[config.mk]
export PLATFORM = sky130hd
export DESIGN_NAME = pipe_ctrl_flat
export DESIGN_NICKNAME = d
export VERILOG_FILES = /design/src/rtl/pipe_ctrl_if.sv /design/src/rtl/pipe_ctrl.sv /design/src/flat_wrapper.sv
export SDC_FILE = /design/constraint.sdc
export NUM_CORES = 1
export LEC_CHECK = 0
export CAP_MARGIN = 5
export CORE_MARGIN = 5
export CORE_UTILIZATION = 31
export CTS_CLUSTER_DIAMETER = 200
export DETAILED_ROUTE_END_ITERATION = 6
export MAX_ROUTING_LAYER = met4
export PLACE_DENSITY = 0.68
export SLEW_MARGIN = 20
export SYNTH_ARGS = -nofsm -noshare
export SYNTH_HDL_FRONTEND = slang
export SYNTH_SLANG_ARGS = --single-unit
[constraint.sdc]
create_clock -name clk -period 8 [get_ports clk]
set_input_delay 2.4 -clock clk [delete_from_list [all_inputs] [get_ports clk]]
set_output_delay 2.4 -clock clk [all_outputs]
set_load 0.05 [all_outputs]
[src/rtl/pipe_ctrl_if.sv]
// pipe_ctrl_if: request/response bundle between the pipeline stages and
// the hazard controller. The pipeline side uses the master modport, the
// controller uses the slave modport.
interface pipe_ctrl_if #(
  parameter int STAGES = 6,
  parameter int ADDR_W = 32,
  parameter int CNT_W  = 4,
  parameter int SEL_W  = 3
);
  logic [STAGES-1:0] req_stall;
  logic              hold_req;
  logic [SEL_W-1:0]  hold_stage;
  logic [CNT_W-1:0]  hold_len;
  logic              flush_req;
  logic [ADDR_W-1:0] flush_pc;
  logic [STAGES-1:0] stall;
  logic [STAGES-1:0] flush;
  logic              redirect_valid;
  logic [ADDR_W-1:0] redirect_pc;
  logic              busy;
  logic [31:0]       perf_stall_cnt;
  logic [31:0]       perf_flush_cnt;

  modport master (
    output req_stall, hold_req, hold_stage, hold_len, flush_req, flush_pc,
    input  stall, flush, redirect_valid, redirect_pc, busy,
           perf_stall_cnt, perf_flush_cnt
  );

  modport slave (
    input  req_stall, hold_req, hold_stage, hold_len, flush_req, flush_pc,
    output stall, flush, redirect_valid, redirect_pc, busy,
           perf_stall_cnt, perf_flush_cnt
  );
endinterface

[src/rtl/pipe_ctrl.sv]
// pipe_ctrl: pipeline hazard controller. Merges per-stage stall requests
// into a thermometer stall vector, runs timed multi-cycle holds for
// iterative units, and issues branch flushes with a held PC redirect.
// Optional build macro PIPE_CTRL_PERF_EN adds stall/flush perf counters.
module pipe_ctrl #(
  parameter int STAGES      = 6,
  parameter int FLUSH_STAGE = 2,
  parameter int ADDR_W      = 32,
  parameter int CNT_W       = 4,
  parameter int SEL_W       = 3
) (
  input  logic        clk,
  input  logic        rst,
  pipe_ctrl_if.slave  bus
);

  typedef enum logic {IDLE, HOLD} state_t;

  // Stages below the branch-resolving stage; the flush kills 1..FLUSH_STAGE-1.
  localparam logic [STAGES-1:0] LO_MASK    = STAGES'((1 << FLUSH_STAGE) - 1);
  localparam logic [STAGES-1:0] FLUSH_MASK = LO_MASK & ~STAGES'(1);

  state_t            state, state_nxt;
  logic [CNT_W-1:0]  cnt, cnt_nxt;
  logic [SEL_W-1:0]  hold_stage_reg, hold_stage_nxt;
  logic              hold_acc;
  logic              flush_acc;
  logic [STAGES-1:0] req_all;
  logic [STAGES-1:0] req_eff;
  logic [STAGES-1:0] stall_raw;
  logic [STAGES-1:0] stall_eff;
  logic              redirect_valid_q;
  logic [ADDR_W-1:0] redirect_pc_q;

  // Bit j set when any request at index >= j is present.
  function automatic logic [STAGES-1:0] therm(input logic [STAGES-1:0] r);
    logic [STAGES-1:0] t;
    t = '0;
    for (int unsigned j = 0; j < STAGES; j++) begin
      t[j] = |(r >> j);
    end
    return t;
  endfunction

  // Merge level requests, the active hold and a hold accepted this cycle.
  always_comb begin
    hold_acc = bus.hold_req && (state == IDLE) && (bus.hold_len != '0);
    req_all  = bus.req_stall;
    for (int unsigned j = 0; j < STAGES; j++) begin
      if ((state == HOLD) && (hold_stage_reg == SEL_W'(j))) req_all[j] = 1'b1;
      if (hold_acc && (bus.hold_stage == SEL_W'(j)))         req_all[j] = 1'b1;
    end
  end

  // Flush acceptance and final stall/flush vectors, forced low in reset.
  always_comb begin
    stall_raw = therm(req_all);
    flush_acc = rst && bus.flush_req && !stall_raw[FLUSH_STAGE];
    req_eff   = flush_acc ? (req_all & ~LO_MASK) : req_all;
    stall_eff = rst ? therm(req_eff) : '0;
  end

  // Hold FSM next-state and counter logic.
  always_comb begin
    state_nxt      = state;
    cnt_nxt        = cnt;
    hold_stage_nxt = hold_stage_reg;
    case (state)
      IDLE: begin
        // A hold whose stage is flushed in its own request cycle is dropped.
        if (hold_acc && (bus.hold_len >= CNT_W'(2)) &&
            !(flush_acc && (bus.hold_stage < SEL_W'(FLUSH_STAGE)))) begin
          state_nxt      = HOLD;
          cnt_nxt        = bus.hold_len - CNT_W'(1);
          hold_stage_nxt = bus.hold_stage;
        end
      end
      HOLD: begin
        if (flush_acc && (hold_stage_reg < SEL_W'(FLUSH_STAGE))) begin
          state_nxt = IDLE;
          cnt_nxt   = '0;
        end else if (cnt == CNT_W'(1)) begin
          state_nxt = IDLE;
          cnt_nxt   = '0;
        end else begin
          cnt_nxt = cnt - CNT_W'(1);
        end
      end
      default: begin
        state_nxt = IDLE;
        cnt_nxt   = '0;
      end
    endcase
  end

  // Hold FSM state register.
  always_ff @(posedge clk or negedge rst) begin
    if (!rst) begin
      state          <= IDLE;
      cnt            <= '0;
      hold_stage_reg <= '0;
    end else begin
      state          <= state_nxt;
      cnt            <= cnt_nxt;
      hold_stage_reg <= hold_stage_nxt;
    end
  end

  // Redirect flag: set on accepted flush (wins), cleared when PC stage runs.
  always_ff @(posedge clk or negedge rst) begin
    if (!rst) begin
      redirect_valid_q <= 1'b0;
      redirect_pc_q    <= '0;
    end else if (flush_acc) begin
      redirect_valid_q <= 1'b1;
      redirect_pc_q    <= bus.flush_pc;
    end else if (redirect_valid_q && !stall_eff[0]) begin
      redirect_valid_q <= 1'b0;
    end
  end

`ifdef PIPE_CTRL_PERF_EN
  logic [31:0] perf_stall_q;
  logic [31:0] perf_flush_q;

  // Free-running wrap-around counters of PC-stall cycles and accepted flushes.
  always_ff @(posedge clk or negedge rst) begin
    if (!rst) begin
      perf_stall_q <= '0;
      perf_flush_q <= '0;
    end else begin
      if (stall_eff[0]) perf_stall_q <= perf_stall_q + 32'd1;
      if (flush_acc)    perf_flush_q <= perf_flush_q + 32'd1;
    end
  end

  assign bus.perf_stall_cnt = perf_stall_q;
  assign bus.perf_flush_cnt = perf_flush_q;
`else
  assign bus.perf_stall_cnt = '0;
  assign bus.perf_flush_cnt = '0;
`endif

  assign bus.stall          = stall_eff;
  assign bus.flush          = flush_acc ? FLUSH_MASK : '0;
  assign bus.redirect_valid = redirect_valid_q;
  assign bus.redirect_pc    = redirect_pc_q;
  assign bus.busy           = rst && ((state == HOLD) || redirect_valid_q);

endmodule

[src/flat_wrapper.sv]
// flat-port wrapper written by rule: the top's interface ports become plain ports
module pipe_ctrl_flat 
#(
  parameter int STAGES      = 6,
  parameter int FLUSH_STAGE = 2,
  parameter int ADDR_W      = 32,
  parameter int CNT_W       = 4,
  parameter int SEL_W       = 3
)
  (clk, rst, bus_req_stall, bus_hold_req, bus_hold_stage, bus_hold_len, bus_flush_req, bus_flush_pc, bus_stall, bus_flush, bus_redirect_valid, bus_redirect_pc, bus_busy, bus_perf_stall_cnt, bus_perf_flush_cnt);
  pipe_ctrl_if #(.STAGES(STAGES), .ADDR_W(ADDR_W), .CNT_W(CNT_W), .SEL_W(SEL_W)) bus_i ();
  input  logic clk;
  input  logic rst;
  input wire logic [$bits(bus_i.req_stall)-1:0] bus_req_stall;
  input wire logic [$bits(bus_i.hold_req)-1:0] bus_hold_req;
  input wire logic [$bits(bus_i.hold_stage)-1:0] bus_hold_stage;
  input wire logic [$bits(bus_i.hold_len)-1:0] bus_hold_len;
  input wire logic [$bits(bus_i.flush_req)-1:0] bus_flush_req;
  input wire logic [$bits(bus_i.flush_pc)-1:0] bus_flush_pc;
  output wire logic [$bits(bus_i.stall)-1:0] bus_stall;
  output wire logic [$bits(bus_i.flush)-1:0] bus_flush;
  output wire logic [$bits(bus_i.redirect_valid)-1:0] bus_redirect_valid;
  output wire logic [$bits(bus_i.redirect_pc)-1:0] bus_redirect_pc;
  output wire logic [$bits(bus_i.busy)-1:0] bus_busy;
  output wire logic [$bits(bus_i.perf_stall_cnt)-1:0] bus_perf_stall_cnt;
  output wire logic [$bits(bus_i.perf_flush_cnt)-1:0] bus_perf_flush_cnt;
  assign bus_i.req_stall = bus_req_stall;
  assign bus_i.hold_req = bus_hold_req;
  assign bus_i.hold_stage = bus_hold_stage;
  assign bus_i.hold_len = bus_hold_len;
  assign bus_i.flush_req = bus_flush_req;
  assign bus_i.flush_pc = bus_flush_pc;
  assign bus_stall = bus_i.stall;
  assign bus_flush = bus_i.flush;
  assign bus_redirect_valid = bus_i.redirect_valid;
  assign bus_redirect_pc = bus_i.redirect_pc;
  assign bus_busy = bus_i.busy;
  assign bus_perf_stall_cnt = bus_i.perf_stall_cnt;
  assign bus_perf_flush_cnt = bus_i.perf_flush_cnt;
  pipe_ctrl #(.STAGES(STAGES), .FLUSH_STAGE(FLUSH_STAGE), .ADDR_W(ADDR_W), .CNT_W(CNT_W), .SEL_W(SEL_W)) u_core (.clk(clk), .rst(rst), .bus(bus_i));
endmodule
==> summary.md <==
| Metric | Value |
|---|---|
| Top cell type's share of synthesized area | `38.6%` |
| GPL Wtd Cong | `0.873` |
| Setup crit start | `bus_hold_len[1]` |
| Slowest stage cell, crit path | `clkdlybuf4s50_1` |
| Status | `finished, final reports clean` |
| Overflow after GRT | `0` |
| Vias in the first global route | `1671` |
| Worst VDD drop | `0.149 mV` |
| ANT cells | `0` |
| Fillers | `814` |
| Post-CTS Setup Inserts | `0` |
| WHS Endpoint | `u_core.bus.redirect_pc[19]$_DFFE_PN0P_` |
| Max_cap viols | `0` |
| Die area | `0.0105 mm2` |
| F_max | `134 MHz` |
| Root Driver | `clkbuf_8` |
| TritonCTS clock tree | `built` |
| Sequential share of power | `30.0%` |
| Worst setup margin | `553 ps` |
| Post-synth top area cell | `dfrtp_1` |
| Ys async rst share | `100%` |
| Area of the mapped netlist | `0.00266 mm2` |
| P_int | `622 uW` |
| Critical path's largest stage delay | `810 ps` |
| Min-delay worst type | `flop to flop` |
| Post-synth EDFFs | `0` |
| Post-layout nets | `371` |
| Most frequent CP cell | `clkdlybuf4s50_1` |
| Number of gates resized after cts | `0` |
| LEAKAGE | `1.65 nW` |
| Remaining antenna violation count | `0` |
| TritonCTS Buffers | `5` |
| Share of layout cells above drive strength 1 | `16.9%` |
| Pre-CTS WS | `574 ps` |
| Multi-input logic area | `0.00128 mm2` |
| Seq/Total Area, Yosys | `38.6%` |
| Largest net degree at the start of global routing | `34` |
| Slew HR | `51.4%` |
| WS Path Type | `primary input to primary output` |
| Routed WL | `5.84 mm` |
| Clock sink count | `41` |
| Final Cycle Share | `93.1%` |
| Worst Path Arrival | `5050 ps` |
| Insertion delay to the later sink of the worst-skew pair | `290 ps` |
| Sw power | `570 uW` |
| Number of flip-flops in the largest register | `32` |
| Crit path launch type | `primary input` |
| Via count | `1735` |
| # port buffers | `89` |
| R2R Setup Slk | `5570 ps` |
| Initial core utilization | `32.1%` |
| Clock skew | `7.71 ps` |
| Detailed placement HPWL | `4.63 mm` |
| Site Rows | `33` |
| P per Cell Area | `346 mW/mm2` |
| Most common cell in the synthesized netlist | `buf_4` |
| Hold depth | `1` |
| Final setup viols | `0` |
| Hold Vio Cnt, Final | `0` |
| H-tree Lvls | `2` |
| Core area | `0.00830 mm2` |
| DRT iter0 DRCs | `64` |
| Yosys cell types | `44` |
| Routed vias/inst | `4.09` |
| FF-to-FF path depth | `6` |
| Post-cts hold buffer count | `0` |
| Storage cell area | `0.00103 mm2` |
| Clock Path Buffers | `2` |
| Post-layout min period | `7450 ps` |
| Hold Path Origin | `u_core.bus.redirect_pc[19]$_DFFE_PN0P_` |
| WP data required | `5600 ps` |
| RSZ-0062 raised after global routing | `no` |
| Worst reg2reg startpoint | `u_core.state$_DFF_PN0_` |
| Avg Cell Area, Syn | `11.6 um2` |
| Switching Fraction | `47.8%` |
| Initial antenna violation count | `0` |
| Io pins | `159` |
| Crit end category | `primary output` |
| Max-slew violations | `0` |
| Synth Warn # | `0` |
| Crit-path max FO | `4` |
| Combinational share of power | `58.8%` |
| GR Util All Layers | `10.7%` |
| Number of synthesized register bits | `41` |
| Die X | `103 um` |
| Worst-path cell chain | `clkdlybuf4s50_1 -> inv_1 -> ha_1 -> nor3b_2 -> nor3_1 -> a2111oi_0 -> nor2_1 -> o21a_1 -> clkdlybuf4s50_1` |
| First-pass GRT wire length | `8.57 mm` |
| Wire per inst | `13.8 um` |
| Worst Tran Pin Value | `720 ps` |
| Clock Power Share | `11.1%` |
| Initial DRT Pass Iterations | `4` |
| Clock Pin Slew Worst Setup and Hold Paths | `80 ps` |
| Reg2reg end | `u_core.bus.redirect_pc[22]$_DFFE_PN0P_` |
| Synthesis-to-finish area growth | `29.5%` |
| Main synth FF type | `dfrtp_1` |
| Die H | `103 um` |
| DRC viols | `0` |
| Fin Setup TNS | `0 ps` |
| Cells after synthesis | `230` |
| Largest cells by area after synthesis | `dfrtp_1, buf_4, mux2_4` |
| Top cells by count, synth | `buf_4, dfrtp_1, mux2_4, mux2_2, inv_1` |
[metal layers]
metal	vias up	routed length [um]	track usage, %
li1	817	-	-
met1	839	2260	12.9
met2	75	3120	18.6
met3	4	431	2.37
met4	0	25	2.12
met5	-	0	-
[critical path, delay by kind of cell]
kind                       cells  cell delay, ps
buffers and inverters          3            1410
and+or+nand+nor                3             680
AOI/OAI and AO/OA              2             350
adders and majority gates      1             200
[cells in the final DEF (no fill, tap or decap), types with 2 or more instances in the layout]
cell type and instances:
nand2b_1 2, clkdlybuf4s50_1 88, o31ai_1 2, xor2_1 2, a21boi_0 2, xnor2_1 2
nor2b_1 5, clkinv_2 2, nor3_1 4, o22ai_1 2, mux2i_1 3, clkbuf_8 5
buf_4 2, dfrtp_1 41, inv_1 7, nand3_1 2, ha_1 4, o21ai_0 2
conb_1 69, o21a_1 3, nor2_1 3, mux2_2 9, mux2_4 28, nand2_1 6
a21oi_1 2
[logic make-up (layout without fill, tap and decap cells)]
family,after synthesis,in the layout,share of synthesized area [%]
DFF,41,41,38.6
and+or+nand+nor,32,32,7.57
other,1,69,0.141
AOI/OAI and AO/OA,23,23,6.72
buffers and inverters,85,106,23.1
adders and majority gates,4,4,1.88
muxes,40,40,20.7
xor gates and xnor gates,4,4,1.32
[stage by stage]
step           total power [mW]  std cells  cell area [um2]  hold slack (ps)  util, %
6_report                   1.19        424             3450              510     41.5
5_1_grt                    1.26        424             3450              530     41.5
4_1_cts                    1.21        424             3450              516     41.5
3_5_place_dp               1.07        416             3360              493     40.5
3_3_place_gp               1.06        416             3360              489     40.5
2_1_floorplan             0.882        298             2920              495        -
[power by group through the flow]
stage | logic [mW] | registers (mW) | clock network, mW
after floorplan | 0.313 | 0.569 | 0
after global placement | 0.700 | 0.358 | 0
after detailed placement | 0.705 | 0.362 | 0
after CTS | 0.707 | 0.359 | 0.144
after global routing | 0.733 | 0.373 | 0.152
final | 0.701 | 0.358 | 0.132
[layout make-up]
class / instances / share of cell area [%]
Clock buffer: 5 / 2.00
Clock inverter: 3 / 0.508
Inverter: 7 / 0.762
Multi-Input combinational cell: 172 / 37.0
Sequential cell: 41 / 29.8
Tap cell: 105 / 3.81
Timing Repair Buffer: 91 / 26.1
[worst max-delay path by stage]
stage                         endpoint  slack (ps)  cells after the start
after floorplan           bus_stall[5]        1300                      6
after global placement    bus_stall[0]         660                      9
after detailed placement  bus_stall[0]         570                      9
after CTS                 bus_stall[0]         560                      9
after global routing      bus_stall[0]         410                      9
final                     bus_stall[0]         550                      9
Power figures use the tool's default switching activity.
